**config.mk**
```make
export PLATFORM = sky130hd
export DESIGN_NAME = mem_arbiter
export DESIGN_NICKNAME = d
export VERILOG_FILES = /design/src/rtl/mem_arb_pkg.sv /design/src/rtl/rr_arb2.sv /design/src/rtl/mem_arbiter.sv
export SDC_FILE = /design/constraint.sdc
export NUM_CORES = 1
export LEC_CHECK = 0
export ABC_AREA = 0
export CORE_UTILIZATION = 36
export CTS_BUF_LIST = sky130_fd_sc_hd__clkbuf_8
export CTS_CLUSTER_DIAMETER = 40
export DETAILED_ROUTE_END_ITERATION = 10
export GPL_ROUTABILITY_DRIVEN = 0
export PLACE_DENSITY = 0.82
export SLEW_MARGIN = 20
export SYNTH_ARGS = -nofsm -noshare
export SYNTH_HDL_FRONTEND = slang
export SYNTH_SLANG_ARGS = --single-unit
```
**constraint.sdc**
```tcl
create_clock -name clka -period 1.55 [get_ports clka]
set_input_delay 0.155 -clock clka [delete_from_list [all_inputs] [get_ports clka]]
set_output_delay 0.155 -clock clka [all_outputs]
set_load 0.02 [all_outputs]
```
**src/rtl/mem_arb_pkg.sv**
```systemverilog
// mem_arb_pkg: state encoding and requester ids shared by the memory arbiter
package mem_arb_pkg;
  typedef enum logic [1:0] {S_IDLE = 2'b00, S_ACC = 2'b01, S_RESP = 2'b10} state_t;
  localparam logic ID_IF = 1'b0;
  localparam logic ID_D = 1'b1;
endpackage

```
**src/rtl/rr_arb2.sv**
```systemverilog
// rr_arb2: combinational two-way picker, fixed data priority or round-robin on ties
module rr_arb2 import mem_arb_pkg::*; #(
  parameter bit DPRIO = 1'b0
) (
  input  logic if_req,
  input  logic d_req,
  input  logic last_gnt,
  output logic gnt,
  output logic any
);
  assign any = if_req | d_req;
  assign gnt = (if_req & d_req) ? (DPRIO ? ID_D : ~last_gnt) : (d_req ? ID_D : ID_IF);
endmodule

```
**src/rtl/mem_arbiter.sv**
```systemverilog
// mem_arbiter: shares one single-port synchronous RAM between fetch and load/store ports
module mem_arbiter import mem_arb_pkg::*; #(
  parameter bit DPRIO = 1'b0,
  parameter int AW = 32,
  parameter int DW = 32
) (
  input  logic          clka,
  input  logic          rst,
  input  logic          if_req,
  input  logic [AW-1:0] if_addr,
  output logic [DW-1:0] if_rdata,
  output logic          if_done,
  input  logic          d_req,
  input  logic [3:0]    d_wea,
  input  logic [AW-1:0] d_addr,
  input  logic [DW-1:0] d_wdata,
  output logic [DW-1:0] d_rdata,
  output logic          d_done,
  output logic          mem_ena,
  output logic [3:0]    mem_wea,
  output logic [AW-1:0] mem_addr,
  output logic [DW-1:0] mem_dina,
  input  logic [DW-1:0] mem_douta,
  output logic          stall
);
  state_t state, state_nx;
  logic last_gnt, gnt_id, gnt, any;
  logic [AW-1:0] lat_addr;
  logic [3:0] lat_wea;
  logic [DW-1:0] lat_wdata, if_rdata_q, d_rdata_q;
  rr_arb2 #(.DPRIO(DPRIO)) u_arb (
    .if_req(if_req),
    .d_req(d_req),
    .last_gnt(last_gnt),
    .gnt(gnt),
    .any(any)
  );
  // state register; reset aborts any access in flight
  always_ff @(posedge clka)
    state <= !rst ? S_IDLE : state_nx;
  // IDLE waits for a request, ACC and RESP each last exactly one cycle
  always_comb begin
    state_nx = S_IDLE;
    if (state == S_IDLE && any) state_nx = S_ACC;
    else if (state == S_ACC) state_nx = S_RESP;
  end
  // latch the winner on grant and hold the last returned word per port
  always_ff @(posedge clka)
    if (!rst) begin
      last_gnt   <= ID_D;
      gnt_id     <= ID_IF;
      lat_addr   <= '0;
      lat_wea    <= '0;
      lat_wdata  <= '0;
      if_rdata_q <= '0;
      d_rdata_q  <= '0;
    end else begin
      if (state == S_IDLE && any) begin
        gnt_id    <= gnt;
        last_gnt  <= gnt;
        lat_addr  <= gnt == ID_D ? d_addr : if_addr;
        lat_wea   <= gnt == ID_D ? d_wea : 4'h0;
        lat_wdata <= d_wdata;
      end
      if (if_done) if_rdata_q <= mem_douta;
      if (d_done) d_rdata_q <= mem_douta;
    end
  assign mem_ena  = state == S_ACC;
  assign mem_wea  = (mem_ena ? lat_wea : 4'h0) & {4{rst}};
  assign mem_addr = lat_addr;
  assign mem_dina = lat_wdata;
  assign if_done  = state == S_RESP && gnt_id == ID_IF;
  assign d_done   = state == S_RESP && gnt_id == ID_D;
  assign if_rdata = if_done ? mem_douta : if_rdata_q;
  assign d_rdata  = d_done ? mem_douta : d_rdata_q;
  assign stall    = (if_req | d_req) & ~(if_done | d_done);
endmodule

```
Word-level counts from Yosys, hierarchy flattened:

Cells that the tools add are included.

* register bits after elaboration: 136
* output and inout port bits: 136

* equal/unequal tests: 2
* muxes and demuxes: 9
* bitwise logic cells: 9
* reductions and logical operators: 5

Operators with widths (count)
* two-way mux 32 bit: 3
* two-way mux 4 bit: 2
* bitwise AND 4 bit: 1
* NOT 1 bit: 4
* logical AND 1 bit: 3
* two-way mux 1 bit: 3
* bitwise AND 1 bit: 2
* equality test 2 x 1 -> 1 bit (second input constant): 1
* equality test 2 bit (second input constant): 1
* logical NOT 2 bit: 1
* two-way mux 2 bit: 1
* OR 1 bit: 2
* OR reduction 2 bit: 1

Longest topological paths before layout:

* depth after elaboration: 5
* mapped depth: 6

Hierarchy:

From an unflattened synthesis, not the netlist that was laid out.

* cells, all modules: 603
* area total of the unflattened synthesis: 5940.7 sq um

By module, submodules not included
* mem_arbiter: instances 1, cells an instance 601, area an instance 5926.9 sq um, seq. area each 2722.6 sq um
* rr_arb2: instances 1, cells an instance 2, area an instance 13.8 sq um, seq. area each 0.0 sq um

Worst setup path before layout:

OpenSTA, ideal clock, no wires.

* kind: register to register
* start: reg state[1]
* end: reg if_rdata_q[12]
* arrival: 1.505 ns
* slack: -0.070 ns
* cell stages (with the launch flop): 5
* clock period less this slack: 1.620 ns
* path through: dfxtp_1 -> nor3b_4 -> buf_6 -> mux2_1 -> and2_1

* word-level cells in the longest chain between the ends: 3

RTL lines
* start: declaration: RTL line mem_arbiter.sv:26 `state_t state, state_nx;`
* start signal: assignment: RTL line mem_arbiter.sv:40 `state <= !rst ? S_IDLE : state_nx;`
* equality test 2 bit: RTL line mem_arbiter.sv:72 `assign if_done = state == S_RESP && gnt_id == ID_IF;`
* logical AND 1 bit: RTL line mem_arbiter.sv:72
* two-way mux 32 bit
* via if_rdata[12]: RTL line mem_arbiter.sv:11 `output logic [DW-1:0] if_rdata,`
* end signal: assignment: RTL line mem_arbiter.sv:65 `if (if_done) if_rdata_q <= mem_douta;`
* end: declaration: RTL line mem_arbiter.sv:30 `logic [DW-1:0] lat_wdata, if_rdata_q, d_rdata_q;`

The timed path passes the listed nets, and every way through them passes these cells.
A chain may end at the register's enable or synchronous reset.

Final worst setup path:

* start: reg gnt_id
* end: out d_rdata[12]

* word-level cells in the longest chain between the ends: 2

RTL lines
* start: declaration: RTL line mem_arbiter.sv:27 `logic last_gnt, gnt_id, gnt, any;`
* start signal: assignment: RTL line mem_arbiter.sv:59 `gnt_id <= gnt;`
* logical AND 1 bit: RTL line mem_arbiter.sv:73 `assign d_done = state == S_RESP && gnt_id == ID_D;`
* two-way mux 32 bit
* end: declaration: RTL line mem_arbiter.sv:17 `output logic [DW-1:0] d_rdata,`

No other way between the ends.

==> results.md <==
* Critical Path Most Common Cell: buf_6
* Initial Util at 37.6%
* CTS H-tree lvls at 4
* RSZ-0062 raised after global routing: yes
* Overall power at 8.27 mW
* P_int at 6.08 mW
* Fin Hold WS at 0.0479 ns
* Logic pwr share at 21.7%
* Syn. warnings at 0
* Max Cap Viol at 0
* IO Pins at 272
* Leak at 4.12 nW
* TritonCTS clock tree: yes
* WHS Endpoint: state[1]
* Clock sinks at 136
* Worst path max stage delay at 0.37 ns
* Initial DRT Pass Iterations at 4
* Clock share of power at 32.2%
* Status: finished with violations
* Seq pwr share at 46.0%
* Setup Crit Path Kind: flip-flop to output port
* Worst reg2reg path endpoint: if_rdata_q[5]
* Finish-stage setup viols at 76
* Synth Area in Adders at 0%
* Synth Area in Compound Gates at 12.5%
* Pin count of the biggest net entering global routing at 58
* Class of the worst hold path: primary input to flip-flop
* Mapped Avg Cell Area at 12.1 um^2
* Setup WS post-layout at -0.446 ns
* Final Cycle Share at 129%
* Buffers added on ports at 271
* Sw Pwr at 2.20 mW
* GRT Total Usage at 21.8%
* Final WL at 16,500 um
* Simple-Gate Fraction of Synth Area at 9.67%
* Share of cells above drive strength 1 at 30.8%
* Ant. Diodes at 0
* Core ar. at 0.0135 mm^2
* Largest family of logic cells by synthesized area: multiplexers
* Hold Crit Start: rst
* Vert. Die Dim at 121 um
* Clock Skews at 0.00860 ns
* Starting DRT DRC Count at 167
* Number of global-route vias before repair at 4,668
* Clk Latency, worst-skew pair at 0.43 ns
* DRC errors left at 0
* CP startpoint kind: flip-flop
* # hold bufs at CTS at 0
* Setup slack, reg-to-reg at -0.03 ns
* Design Area, Final at 0.00889 mm^2
* Synth Register Bits at 136
* Final Hold Violating Endpoints at 0
* Endpoint class of the critical path: output port
* Total Die Area at 0.0145 mm^2
* Slew Viols, Final at 0
* Failing checks: setup timing
* Cell Pwr Density at 931 mW/mm^2
* Top cell type's share of synthesized area at 53.8%
* Horiz. Die Dim at 121 um
* Post-placement setup slack at -0.395 ns
* Largest cells by area after synthesis: dfxtp_1, mux2_2, and2_1, mux2i_1, a22o_1
* Critical path cell sequence: buf_6, nand3b_1, buf_6, mux2_2, buf_2
* Switching Fraction at 26.5%
* Final Net Count at 850
* Max FO, Critical Path at 13
* Placed inst area at 0.00811 mm^2
* XOR/XNOR Fraction of Synth Area at 0%
* Drt wl/cell at 18.3 um
* R2R Path Start: gnt_id
* Maximum clock path buffer count at 2
* Data required, critical path at 1.39 ns
* CTS root buf: clkbuf_8
* Post-synthesis mux area share at 20.6%
* Fmax at 501 MHz
* Synth cell types at 21
* Total CTS buffers at 17
* CTS clk-pin slew, worst paths at 0.07 ns
* Setup TNS at -25.66 ns
* Detailed placer's ending HPWL at 11,000 um
* Layout fillers at 1,035
* Mapped cell area at 0.00506 mm^2
* Critical Path AT at 1.84 ns
* Syn Nets at 554
* Layout area overhead at 75.7%
* Drt via density at 4.91
* Worst hold stages at 2
* ANT nets after route at 0
* Tmin final at 2.00 ns
* Initial antenna violation count at 0
* Relative slew slack at 69.4%
* Area leader, netlist: dfxtp_1
* Max VDD drop at 739 uV
* Detailed-route via count at 4,421
* Slowest-stage cell, CP: mux2_2
* Post-synthesis sequential area ratio at 53.8%
* Worst-Margin Slew at 0.459 ns
* Global-route wire length before repair at 24,100 um
* R2r worst-path depth at 6
* GR Overflow Total at 0
* Row count at 42
* Gate Count Post-Synth at 418
[cells in the final DEF, fill, tap and decap left out, drive strengths merged, types with 4 or more instances in the layout]
cell / netlist / final
dfxtp: 136 / 136
clkdlybuf4s50: 0 / 134
buf: 17 / 110
and2: 65 / 65
mux2: 64 / 64
dlygate4sd2: 0 / 59
a22o: 36 / 36
mux2i: 32 / 32
o2bb2ai: 32 / 32
clkbuf: 15 / 22
and3: 6 / 6
dlymetal6s2s: 0 / 5
inv: 3 / 5
clkinvlp: 0 / 4
[cell usage after synthesis]
| master | number |
|---|---|
| and3_1 | 6 |
| buf_6 | 3 |
| a21boi_0 | 1 |
| mux2i_1 | 32 |
| o31a_1 | 1 |
| a22o_1 | 36 |
| nand3b_1 | 2 |
| mux2_2 | 61 |
| and2_1 | 65 |
| o21ai_0 | 1 |
| clkbuf_1 | 15 |
| dfxtp_1 | 136 |
| nor2_1 | 3 |
| inv_1 | 3 |
| a21o_1 | 1 |
| a21oi_1 | 2 |
| o2bb2ai_1 | 32 |
| nor3b_4 | 1 |
| mux2_1 | 3 |
| buf_1 | 1 |
| buf_2 | 13 |
[area by class of cell]
| class | instances | area (um^2) | share of cell area (%) |
|---|---|---|---|
| inverter | 3 | 13.8 | 0.155 |
| timing repair buffer | 309 | 3140 | 35.4 |
| tap | 176 | 220 | 2.48 |
| multi-input combinational | 247 | 2410 | 27.1 |
| clock inverter | 9 | 77.6 | 0.873 |
| sequential | 136 | 2730 | 30.7 |
| clock buffer | 21 | 289 | 3.25 |
[how the worst max path moves through the flow]
stage,from,endpoint,slack (ns)
global route,state[1],d_rdata[29],-0.53
global placement,gnt_id,d_rdata[15],-0.34
finish,gnt_id,d_rdata[12],-0.45
CTS,state[0],if_rdata[26],-0.47
detailed placement,gnt_id,if_rdata[26],-0.39
floorplan,state[1],if_rdata_q[20],-0.06
[sequential cells by signal, indices dropped and copies added (netlist names)]
name        cells
gnt_id          1
mem_addr       32
d_rdata_q      32
mem_dina       32
if_rdata_q     32
state           2
lat_wea         4
last_gnt        1
[power groups by stage]
stage	clock [mW]	sequential, mW	combinational (mW)
after floorplan	0	4.06	0.576
after global placement	0	3.88	1.71
after detailed placement	0	3.88	1.75
after CTS	2.75	3.81	1.74
after global routing	2.91	3.83	1.89
final	2.67	3.81	1.80
[routing by layer]
metal	share of wire (%)	track usage (%)	vias to the layer above
li1	-	-	2076
met1	37	22.7	2110
met2	52	40.3	211
met3	8.5	8.21	24
met4	2.0	6.56	0
met5	0	0	-
[through the flow]
stage / util [%] / cells
5_1_grt: 66.1 / 901
6_report: 66.1 / 901
4_1_cts: 64.4 / 894
3_3_place_gp: 60.3 / 852
3_5_place_dp: 60.3 / 852
2_1_floorplan: - / 418
[critical path, delay by kind of cell (launching register included)]
kind	cells	cell delay, ns
multiplexers	1	0.37
flip-flops	1	0.36
buffers and inverters	3	0.51
AND/OR/NAND/NOR	1	0.17
[what timing repair did]
action	CTS	global route
cloned	4	1
buffers inserted	9	10
pin swaps	1	5
endpoints found under the setup margin	131	87
gates resized for setup	447	98
[kinds of logic (layout without fill, tap and decap cells)]
logic type	after synthesis	after routing
simple gates	77	77
mux	96	96
buf+inv	35	342
flops	136	136
compound gates	74	74
Note: power is estimated with default switching activity, not from simulation.
